`src/rtl/tlp_pkg.sv`:
```
// Shared TLP definitions: field widths, FMT/TYPE codes and the TX arbiter state encoding.
package tlp_pkg;

    localparam int DOUBLE_WORD  = 32;
    localparam int HEADER_SIZE  = 4 * DOUBLE_WORD;
    localparam int PAYLOAD_SIZE = 8 * DOUBLE_WORD;

    localparam logic [2:0] FMT_3DW_NODATA = 3'b000;
    localparam logic [2:0] FMT_4DW_NODATA = 3'b001;
    localparam logic [2:0] FMT_3DW_DATA   = 3'b010;
    localparam logic [2:0] FMT_4DW_DATA   = 3'b011;

    // MRd and MWr share a TYPE code; FMT tells them apart.
    localparam logic [4:0] TYPE_MRD  = 5'b00000;
    localparam logic [4:0] TYPE_MWR  = 5'b00000;
    localparam logic [4:0] TYPE_CPLD = 5'b01010;

    typedef enum logic {
        ARB_IDLE = 1'b0,
        ARB_LOCK = 1'b1
    } arb_state_e;

endpackage

```
`src/rtl/tlp_skid_buf.sv`:
```
// Two-entry registered output stage: main register drives the outputs, skid register absorbs
// the beat accepted in the cycle downstream stalls. Upstream ready depends only on skid state.
module tlp_skid_buf #(
    parameter int W = 8
) (
    input  logic         clk,
    input  logic         rst,
    input  logic [W-1:0] s_data_i,
    input  logic         s_valid_i,
    output logic         s_ready_o,
    output logic [W-1:0] m_data_o,
    output logic         m_valid_o,
    input  logic         m_ready_i
);

    logic [W-1:0] main_q;
    logic         main_v_q;
    logic [W-1:0] skid_q;
    logic         skid_v_q;

    assign s_ready_o = ~skid_v_q;
    assign m_data_o  = main_q;
    assign m_valid_o = main_v_q;

    always_ff @(posedge clk) begin
        if (rst) begin
            main_q   <= '0;
            main_v_q <= 1'b0;
            skid_q   <= '0;
            skid_v_q <= 1'b0;
        end else if (!main_v_q || m_ready_i) begin
            if (skid_v_q) begin
                main_q   <= skid_q;
                main_v_q <= 1'b1;
                skid_v_q <= 1'b0;
            end else begin
                main_v_q <= s_valid_i;
                if (s_valid_i) begin
                    main_q <= s_data_i;
                end
            end
        end else if (s_valid_i && !skid_v_q) begin
            skid_q   <= s_data_i;
            skid_v_q <= 1'b1;
        end
    end

endmodule

```
`src/rtl/tlp_tx_arbiter.sv`:
```
// Packet-level TLP TX arbiter: merges PORTS streams, locks a grant from sop to eop, round-robin.
// Define TLP_ARB_STRICT_PRIO_EN for fixed priority (port 0 highest) instead of round-robin.
module tlp_tx_arbiter #(
    parameter  int PORTS        = 2,
    parameter  int DOUBLE_WORD  = 32,
    parameter  int HEADER_SIZE  = 4 * DOUBLE_WORD,
    parameter  int PAYLOAD_SIZE = 8 * DOUBLE_WORD,
    localparam int PORT_W       = (PORTS > 1) ? $clog2(PORTS) : 1
) (
    input  logic                          clk,
    input  logic                          rst,
    input  logic [PORTS*PAYLOAD_SIZE-1:0] in_data,
    input  logic [PORTS*HEADER_SIZE-1:0]  in_hdr,
    input  logic [PORTS-1:0]              in_sop,
    input  logic [PORTS-1:0]              in_eop,
    input  logic [PORTS-1:0]              in_valid,
    output logic [PORTS-1:0]              in_ready,
    output logic [PAYLOAD_SIZE-1:0]       out_data,
    output logic [HEADER_SIZE-1:0]        out_hdr,
    output logic                          out_sop,
    output logic                          out_eop,
    output logic                          out_valid,
    input  logic                          out_ready,
    output logic [PORT_W-1:0]             out_port,
    output logic                          err_drop
);

    import tlp_pkg::*;

    localparam int BEAT_W = HEADER_SIZE + PAYLOAD_SIZE + 2 + PORT_W;

    arb_state_e              state_q;
    logic [PORT_W-1:0]       grant_q;
    logic                    err_drop_q;

    logic [HEADER_SIZE-1:0]  hdr_a  [PORTS];
    logic [PAYLOAD_SIZE-1:0] data_a [PORTS];
    logic [PORTS-1:0]        cand;
    logic [PORTS-1:0]        drop;
    logic [PORTS-1:0]        rdy;
    logic                    found;
    logic [PORT_W-1:0]       win;
    logic [PORT_W-1:0]       idx;
    logic [PORT_W-1:0]       sel;
    logic                    room;
    logic                    push;
    logic                    pkt_done;
    logic [BEAT_W-1:0]       beat_in;
    logic [BEAT_W-1:0]       beat_out;

`ifndef TLP_ARB_STRICT_PRIO_EN
    localparam int SUM_W = PORT_W + 1;
    logic [PORT_W-1:0] rr_q;
    logic [SUM_W-1:0]  sum;
`endif

    always_comb begin
        for (int unsigned i = 0; i < PORTS; i++) begin
            hdr_a[i]  = in_hdr[i*HEADER_SIZE +: HEADER_SIZE];
            data_a[i] = in_data[i*PAYLOAD_SIZE +: PAYLOAD_SIZE];
        end
    end

    // First sop candidate scanning cyclically from the rr pointer (or from port 0).
    always_comb begin
        cand  = in_valid & in_sop;
        found = 1'b0;
        win   = '0;
        idx   = '0;
`ifndef TLP_ARB_STRICT_PRIO_EN
        sum   = '0;
`endif
        for (int unsigned k = 0; k < PORTS; k++) begin
`ifdef TLP_ARB_STRICT_PRIO_EN
            idx = PORT_W'(k);
`else
            sum = {1'b0, rr_q} + SUM_W'(k);
            if (sum >= SUM_W'(PORTS)) begin
                sum = sum - SUM_W'(PORTS);
            end
            idx = sum[PORT_W-1:0];
`endif
            if (!found && cand[idx]) begin
                found = 1'b1;
                win   = idx;
            end
        end
    end

    always_comb begin
        sel  = (state_q == ARB_LOCK) ? grant_q : win;
        push = (state_q == ARB_LOCK) ? (in_valid[grant_q] & room) : (found & room);
        pkt_done = push & in_eop[sel];
        drop = '0;
        rdy  = '0;
        for (int unsigned i = 0; i < PORTS; i++) begin
            if (state_q == ARB_LOCK) begin
                drop[i] = in_valid[i] & ~in_sop[i] & (grant_q != PORT_W'(i));
                rdy[i]  = drop[i] | (room & (grant_q == PORT_W'(i)));
            end else begin
                drop[i] = in_valid[i] & ~in_sop[i];
                rdy[i]  = drop[i] | (room & found & (win == PORT_W'(i)));
            end
        end
        in_ready = rst ? '0 : rdy;
        beat_in  = {hdr_a[sel], data_a[sel], in_sop[sel], in_eop[sel], sel};
    end

    always_ff @(posedge clk) begin
        if (rst) begin
            state_q    <= ARB_IDLE;
            grant_q    <= '0;
            err_drop_q <= 1'b0;
        end else begin
            err_drop_q <= |drop;
            unique case (state_q)
                ARB_IDLE: begin
                    if (push && !in_eop[sel]) begin
                        state_q <= ARB_LOCK;
                        grant_q <= sel;
                    end
                end
                ARB_LOCK: begin
                    if (pkt_done) begin
                        state_q <= ARB_IDLE;
                    end
                end
                default: state_q <= ARB_IDLE;
            endcase
        end
    end

`ifndef TLP_ARB_STRICT_PRIO_EN
    always_ff @(posedge clk) begin
        if (rst) begin
            rr_q <= '0;
        end else if (pkt_done) begin
            rr_q <= (sel == PORT_W'(PORTS - 1)) ? '0 : sel + 1'b1;
        end
    end
`endif

    tlp_skid_buf #(
        .W (BEAT_W)
    ) u_out_stage (
        .clk       (clk),
        .rst       (rst),
        .s_data_i  (beat_in),
        .s_valid_i (push),
        .s_ready_o (room),
        .m_data_o  (beat_out),
        .m_valid_o (out_valid),
        .m_ready_i (out_ready)
    );

    assign {out_hdr, out_data, out_sop, out_eop, out_port} = beat_out;
    assign err_drop = err_drop_q;

endmodule
```
`config.mk`:
```
export PLATFORM = sky130hd
export DESIGN_NAME = tlp_tx_arbiter
export DESIGN_NICKNAME = d
export VERILOG_FILES = /design/src/rtl/tlp_pkg.sv /design/src/rtl/tlp_skid_buf.sv /design/src/rtl/tlp_tx_arbiter.sv
export SDC_FILE = /design/constraint.sdc
export NUM_CORES = 2
export LEC_CHECK = 0
export CORE_AREA = 2 2 455 457
export CTS_CLUSTER_SIZE = 24
export DETAILED_ROUTE_END_ITERATION = 10
export DIE_AREA = 0 0 457 459
export PLACE_DENSITY = 0.46
export SYNTH_ARGS = -nofsm -noshare
export SYNTH_HDL_FRONTEND = slang
export SYNTH_HIERARCHICAL = 1
export SYNTH_SLANG_ARGS = --single-unit
```
`constraint.sdc`:
```
create_clock -name clk -period 3.9 [get_ports clk]
set_clock_uncertainty 0.15 [all_clocks]
set_input_delay 0.39 -clock clk [delete_from_list [all_inputs] [get_ports clk]]
set_output_delay 0.39 -clock clk [all_outputs]
set_load 0.01 [all_outputs]
```
# ---- Word-level counts from Yosys, hierarchy flattened
# Index checks and enable logic that the tools add are counted.
dict set report totals {
  register_bits 780
  in_bits 777
}
dict set report classes {
  mux 36
  magnitude_cmp 7
  addsub 4
  bitwise_logic 24
  n_reduce_logical 14
}
# op count
set op_table {}
lappend op_table {{387-bit 2-to-1 mux} 2}
lappend op_table {{256-bit 2-to-1 mux} 3}
lappend op_table {{128-bit 2-to-1 mux} 3}
lappend op_table {{1-bit 2-to-1 mux} 26}
lappend op_table {{1-bit AND} 11}
lappend op_table {{1-bit by 2-bit less-than comparator with 1-bit output, second input constant} 4}
lappend op_table {{1-bit inverter} 7}
lappend op_table {{2-bit AND reduction} 3}
lappend op_table {{2-bit >= comparator, second input constant} 2}
lappend op_table {{1-bit zero test} 4}
lappend op_table {{1-bit OR} 4}
lappend op_table {{2-bit OR reduction} 2}
lappend op_table {{1-bit logical AND} 3}
lappend op_table {{1-bit by 1-bit adder with 2-bit output, second input constant} 1}
lappend op_table {{2-bit AND} 1}
lappend op_table {{1-bit by 2-bit >= comparator with 1-bit output, second input constant} 1}
lappend op_table {{2-bit 2-to-1 mux} 1}
lappend op_table {{1-bit inverter with 2-bit output} 1}
lappend op_table {{1-bit one-hot mux with 2 select lines} 1}
lappend op_table {{2-bit nonzero test} 1}
lappend op_table {{1-bit subtractor, second input constant} 2}
lappend op_table {{1-bit adder, second input constant} 1}
lappend op_table {{1-bit logical OR} 1}

# ---- Longest topological paths before layout
dict set report logic_depth {
  depth_word 15
  ltp_mapped 14
  ltp_nobuf 6
}

# ---- Hierarchy
# The synthesis kept the hierarchy.
# module area_per_inst_um2 cells_per_inst instances
set modules_own_cells {}
lappend modules_own_cells {tlp_skid_buf 32494.9 3452 1}
lappend modules_own_cells {tlp_tx_arbiter 6352.3 475 1}

# ---- Worst setup path before layout
# OpenSTA, ideal clock, no wires.
dict set report synth_timing {
  path_type {reg-to-reg}
  startpoint {register u_out_stage.skid_v_q}
  endpoint {register u_out_stage.main_q[100] (netlist: u_out_stage/m_data_o[100])}
  path_stages_with_launch 15
  n_path_buf 8
  slack_ns 1.223
  setup_ns 0.146
  arrival_ns 2.381
  required_time_ns 3.604
  path_cell_list {dfxtp_1 -> buf_2 -> buf_4 -> buf_4 -> buf_2 -> inv_1 -> nand2b_1 -> o22ai_1 -> or2_1 -> buf_2 -> and2_1 -> buf_2 -> buf_6 -> buf_6 -> a211oi_2}
}
dict set report synth_via {
  elab_chain_len 5
  elab_cells_between_ends 7
  classes_between {mux (2); bitwise (3); reduce/logical (2)}
}
# element line_no
set synth_lines {}
lappend synth_lines {{start: declaration} tlp_skid_buf.sv:19} ;# logic skid_v_q;
lappend synth_lines {{start signal: assignment} tlp_skid_buf.sv:30} ;# skid_v_q <= 1'b0;
lappend synth_lines {{start signal: assignment} tlp_skid_buf.sv:35} ;# skid_v_q <= 1'b0;
lappend synth_lines {{start signal: assignment} tlp_skid_buf.sv:44} ;# skid_v_q <= 1'b1;
lappend synth_lines {{1-bit inverter (*)} tlp_skid_buf.sv:21} ;# assign s_ready_o = ~skid_v_q;
lappend synth_lines {{via room} tlp_tx_arbiter.sv:45} ;# logic room;
lappend synth_lines {{1-bit AND} tlp_tx_arbiter.sv:92} ;# push = (state_q == ARB_LOCK) ? (in_valid[grant_q] & room) : (found & room);
lappend synth_lines {{1-bit 2-to-1 mux (*)} tlp_tx_arbiter.sv:92}
lappend synth_lines {{via push} tlp_tx_arbiter.sv:46} ;# logic push;
lappend synth_lines {{2-bit nonzero test (no source line) (*)} n/a}
lappend synth_lines {{2-bit AND reduction (no source line) (*)} n/a}
lappend synth_lines {{end signal: assignment} tlp_skid_buf.sv:33} ;# main_q <= skid_q;
lappend synth_lines {{end signal: assignment} tlp_skid_buf.sv:39} ;# main_q <= s_data_i;
lappend synth_lines {{end: declaration} tlp_skid_buf.sv:16} ;# logic [W-1:0] main_q;
# The timed path passes the listed nets; every way through them passes the cells marked *.
# A chain may end at the register's enable or synchronous reset.

# ---- Worst setup path in the final report
dict set report layout_timing {
  startpoint {register u_out_stage.skid_v_q}
  endpoint {output port in_ready[0]}
}
dict set report layout_via {
  elab_chain_len 6
  elab_cells_between_ends 8
  classes_between {mux (2); bitwise (6)}
}
# element line_no
set layout_lines {}
lappend layout_lines {{1-bit inverter (*)} tlp_skid_buf.sv:21}
lappend layout_lines {{via room} tlp_tx_arbiter.sv:45}
lappend layout_lines {{1-bit AND (2 in a row)} tlp_tx_arbiter.sv:102} ;# rdy[i] = drop[i] | (room & found & (win == PORT_W'(i)));
lappend layout_lines {{1-bit OR} tlp_tx_arbiter.sv:102}
lappend layout_lines {{1-bit 2-to-1 mux (*)} tlp_tx_arbiter.sv:97} ;# if (state_q == ARB_LOCK) begin
lappend layout_lines {{2-bit 2-to-1 mux (*)} tlp_tx_arbiter.sv:105} ;# in_ready = rst ? '0 : rdy;
lappend layout_lines {{end: declaration} tlp_tx_arbiter.sv:17} ;# output logic [PORTS-1:0] in_ready,
# Marks and branches as above.

==> run_summary.xml <==
<?xml version="1.0" encoding="UTF-8"?>
<metrics>
  <group name="die">
    <metric name="die_h" unit="um">459</metric>
    <metric name="ioPinCount" unit="">1168</metric>
    <metric name="floorplan.die.width" unit="um">457</metric>
    <metric name="design.die.area" unit="um^2">210000</metric>
    <metric name="initial_utilization" unit="">0.189</metric>
    <metric name="core_region_area" unit="um^2">206000</metric>
    <metric name="num_rows" unit="">167</metric>
  </group>
  <group name="timing">
    <metric name="final-max-slew-violation-count" unit="">0</metric>
    <metric name="slew_headroom" unit="">0.313</metric>
    <metric name="post-route-min-period" unit="ns">3.13</metric>
    <metric name="fin_setup_tns" unit="ns">0</metric>
    <metric name="finalHoldWorstSlack" unit="ns">0.284</metric>
    <metric name="setup_slack" unit="ns">0.765</metric>
    <metric name="rsz_0062_raised_after_global_routing" unit="">false</metric>
    <metric name="worst_pin_slew" unit="ns">1.03</metric>
    <metric name="timing.final.setup_violations" unit="">0</metric>
    <metric name="min_period_over_period" unit="">0.804</metric>
    <metric name="timing.final.hold_violations" unit="">0</metric>
    <metric name="maxClockFrequency" unit="MHz">319</metric>
  </group>
  <group name="clock_tree">
    <metric name="clockBufferDepth" unit="">3</metric>
    <metric name="cts_sinks" unit="">780</metric>
    <metric name="post-cts-setup-buffer-count" unit="">0</metric>
    <metric name="h-tree-depth" unit="">3</metric>
    <metric name="cts_made_buffers" unit="">96</metric>
    <metric name="post_cts_resize_count" unit="">0</metric>
    <metric name="insertion_delay" unit="ns">0.73</metric>
    <metric name="clkTransAtPathRegs" unit="ns">0.06</metric>
    <metric name="cts_tree" unit="">done</metric>
    <metric name="root_buf_cell" unit="">sky130_fd_sc_hd__clkbuf_16</metric>
  </group>
  <group name="logic_synthesis">
    <metric name="netlist_instances" unit="">3927</metric>
    <metric name="netlist_area" unit="um^2">38800</metric>
    <metric name="synth-compound-area-share" unit="">0.220</metric>
    <metric name="mappedNetlistNets" unit="">4704</metric>
    <metric name="muxShareOfSynthArea" unit="">0.243</metric>
    <metric name="mean_cell_area_of_the_mapped_netlist" unit="um^2">9.89</metric>
    <metric name="yosysUniqueCellTypes" unit="">36</metric>
    <metric name="fraction_of_the_mapped_netlist_area_in_adder_cells" unit="">0</metric>
    <metric name="synth.ff_latch_count" unit="">780</metric>
    <metric name="yosys.area_share.xor_xnor" unit="">0</metric>
    <metric name="synthesis.yosys.warnings" unit="">6</metric>
    <metric name="synth_simple_gate_area_frac" unit="">0.0793</metric>
    <metric name="combinational_family_with_the_most_area_after_synthesis" unit="">multiplexers</metric>
    <metric name="synth_sequential_area_ratio" unit="">0.402</metric>
  </group>
  <group name="critical_path">
    <metric name="endpoint_kind" unit="">primary output</metric>
    <metric name="critPathKind" unit="">flip-flop to primary output</metric>
    <metric name="arrival" unit="ns">2.59</metric>
    <metric name="path_delay_family" unit="">buffers and inverters</metric>
    <metric name="critical_path.slowest_cell" unit="">sky130_fd_sc_hd__clkdlybuf4s50_1</metric>
    <metric name="crit_required" unit="ns">3.36</metric>
    <metric name="path_max_fanout" unit="">7</metric>
    <metric name="critical_path.max_stage_delay" unit="ns">0.66</metric>
    <metric name="path_buf_inv" unit="">2</metric>
    <metric name="crit_path_start_kind" unit="">flip-flop</metric>
    <metric name="crit_chain" unit="">inv_1, nor2b_1, a211oi_1, a311oi_1, clkdlybuf4s50_1</metric>
  </group>
  <group name="layout">
    <metric name="finish.net_count" unit="">5693</metric>
    <metric name="n_fill_cell" unit="">21700</metric>
    <metric name="final_design_area_no_fill" unit="um^2">56700</metric>
    <metric name="final_cell_count_without_fillers" unit="">7710</metric>
    <metric name="area.growth.synth_to_final" unit="%">45.9</metric>
    <metric name="layout-drive-gt1-share" unit="">0.199</metric>
  </group>
  <group name="detailed_routing">
    <metric name="drt.antenna.violating_nets" unit="">0</metric>
    <metric name="detail_route.iter0.violations" unit="">1797</metric>
    <metric name="wl_per_cell" unit="um">23.4</metric>
    <metric name="drc" unit="">0</metric>
    <metric name="routed_via_density" unit="">4.33</metric>
    <metric name="drt-pass1-iter-count" unit="">6</metric>
    <metric name="drt-total-wl" unit="um">181000</metric>
    <metric name="vias" unit="">33400</metric>
  </group>
  <group name="global_routing">
    <metric name="grtUsageMet1" unit="">0.201</metric>
    <metric name="grt_use_met2" unit="">0.271</metric>
    <metric name="grt_busiest_layer" unit="">met2</metric>
    <metric name="grtUsageMet3" unit="">0.0551</metric>
    <metric name="grt_max_degree" unit="">147</metric>
    <metric name="globalRouteOverflowTotal" unit="">0</metric>
    <metric name="first_global_vias" unit="">33300</metric>
    <metric name="antenna_violations_before_repair" unit="">11</metric>
    <metric name="grt_pass1_wl" unit="um">251000</metric>
    <metric name="groute.usage.overall" unit="">0.164</metric>
  </group>
  <group name="worst_hold_path">
    <metric name="worst_min_delay_path_class" unit="">primary input to flip-flop</metric>
  </group>
  <group name="job">
    <metric name="timing.max_cap.violations" unit="">0</metric>
  </group>
  <group name="placed_design">
    <metric name="hpwlAfterDp" unit="um">130000</metric>
    <metric name="placed_area" unit="um^2">53200</metric>
    <metric name="port_buffers" unit="">1167</metric>
    <metric name="post-place-cells" unit="">7521</metric>
    <metric name="gpl.final_weighted_congestion" unit="">0.812</metric>
    <metric name="dp_worst_setup_slack" unit="ns">0.564</metric>
  </group>
  <group name="power_and_ir_drop">
    <metric name="ir_worst_vdd" unit="mV">0.292</metric>
    <metric name="power_leakage" unit="uW">0.0188</metric>
    <metric name="pwr_density_cell" unit="nW/um^2">448</metric>
  </group>
  <group name="status">
    <metric name="run_status" unit="">completed</metric>
  </group>
</metrics>
-- through the flow --
stage	util	power [uW]
floorplan	-	12400
global placement	0.259	15800
detailed placement	0.259	15800
CTS	0.276	25900
global route	0.276	26500
finish	0.276	25400
-- cell type report --
cell class | instances | area, um^2 | area share
diodes | 7 | 17.5 | 0.000309
clock buffers | 146 | 2850 | 0.0503
clock inverters | 35 | 616 | 0.0109
inverters | 4 | 15.0 | 0.000265
multi-input cells | 2754 | 21100 | 0.373
flip-flops and latches | 780 | 15600 | 0.276
well taps | 2704 | 3380 | 0.0597
repair buffers | 1280 | 13000 | 0.230
-- cells in the final DEF, fill, tap and decap left out, types with 2 or more instances in the layout --
cell type                         count
sky130_fd_sc_hd__a21oi_1            777
sky130_fd_sc_hd__a311oi_1             2
sky130_fd_sc_hd__clkdlybuf4s50_1   1166
sky130_fd_sc_hd__nor2b_1              5
sky130_fd_sc_hd__diode_2              7
sky130_fd_sc_hd__clkinv_2            10
sky130_fd_sc_hd__clkinvlp_4           2
sky130_fd_sc_hd__mux2_4             319
sky130_fd_sc_hd__and2_4               2
sky130_fd_sc_hd__inv_16               2
sky130_fd_sc_hd__clkinv_16            2
sky130_fd_sc_hd__nand2_1            780
sky130_fd_sc_hd__mux2_2              67
sky130_fd_sc_hd__clkbuf_16           98
sky130_fd_sc_hd__mux2i_1            388
sky130_fd_sc_hd__buf_12              40
sky130_fd_sc_hd__bufinv_16           13
sky130_fd_sc_hd__clkbuf_1            26
sky130_fd_sc_hd__clkbuf_8            22
sky130_fd_sc_hd__buf_4               72
sky130_fd_sc_hd__clkinv_4             4
sky130_fd_sc_hd__dfxtp_1            779
sky130_fd_sc_hd__nand2b_1             3
sky130_fd_sc_hd__nor2_1               4
sky130_fd_sc_hd__and3_1               2
sky130_fd_sc_hd__inv_1                4
sky130_fd_sc_hd__a211oi_1            58
sky130_fd_sc_hd__a211oi_2           330
-- cells by family after synthesis --
group	after synthesis
AOI/OAI and AO/OA	1176
muxes	774
and+or+nand+nor	804
DFF	780
buffers and inverters	393
-- power breakdown --
group,leakage (uW),internal [uW],total [uW],switching [uW]
logic,0.0108,3120,6440,3330
registers,0.00639,8640,9110,470
clock network,0.00169,5940,9820,3880
-- timing repair --
action | in CTS | in global routing
hold endpoints to repair | 33 | 0
endpoints found under the setup margin | 0 | 0
hold buffers | 1 | 0
-- sequential cells by signal, summed over array words and instances (netlist names), named ones only --
signal and count:
u_out_stage/m_data_o 387, u_out_stage/skid_q 387, err_drop 1, grant_q 1, rr_q 1, u_out_stage/m_valid_o 1, u_out_stage/skid_v_q 1
-- worst register-to-register path: stages (launching register included) --
cell and delay [ns]:
sky130_fd_sc_hd__dfxtp_4 0.39, sky130_fd_sc_hd__inv_1 0.19, sky130_fd_sc_hd__nand2b_1 0.08, sky130_fd_sc_hd__o22ai_1 0.15
sky130_fd_sc_hd__buf_4 0.20, sky130_fd_sc_hd__nor4bb_4 0.47, sky130_fd_sc_hd__buf_12 0.32, sky130_fd_sc_hd__buf_4 0.46
sky130_fd_sc_hd__nand2_1 0.12, sky130_fd_sc_hd__a21oi_1 0.15
-- layer usage --
metal  routed length [um]  up-vias
li1                     -    16000
met1                76300    16200
met3                15600      151
met4                 4240        4
met5                   27        -
met2                84400     1055
-- synth_stat cells (all sizes together) --
| library cell | count | area share |
|---|---|---|
| a2111oi | 2 | 0.00093 |
| a211oi | 388 | 0.12 |
| a21oi | 777 | 0.10 |
| a22oi | 1 | 0.00019 |
| a311o | 1 | 0.00026 |
| a311oi | 2 | 0.00045 |
| a31o | 2 | 0.00045 |
| a31oi | 1 | 0.00016 |
| a41oi | 1 | 0.00023 |
| and2 | 3 | 0.00055 |
| and3 | 2 | 0.00032 |
| buf | 176 | 0.035 |
| clkbuf | 213 | 0.021 |
| dfxtp | 780 | 0.40 |
| inv | 4 | 0.00039 |
| mux2 | 386 | 0.14 |
| mux2i | 388 | 0.10 |
| nand2 | 780 | 0.075 |
| nand2b | 4 | 0.00064 |
| nand3b | 1 | 0.00019 |
| nand4 | 1 | 0.00016 |
| nand4bb | 1 | 0.00029 |
| nor2 | 4 | 0.00039 |
| nor2b | 5 | 0.00081 |
| nor3 | 1 | 0.00013 |
| nor4bb | 1 | 0.00026 |
| o22ai | 1 | 0.00016 |
| or2 | 1 | 0.00016 |
-- path summary, 6_finish.rpt --
path	cells after the start	slack [ns]	to	start
worst max-delay path	5	0.77	in_ready[0]	u_out_stage/skid_v_q$_SDFFE_PP0P_
worst max register to register	9	1.17	u_out_stage/skid_q[265]$_SDFFE_PP0P_	u_out_stage/skid_v_q$_SDFFE_PP0P_
worst min-delay path	4	0.28	u_out_stage/skid_q[22]$_SDFFE_PP0P_	in_data[19]
worst min register to register	2	0.30	u_out_stage/skid_q[338]$_SDFFE_PP0P_	u_out_stage/skid_q[338]$_SDFFE_PP0P_
No activity file was read; power rests on OpenSTA's default activity.
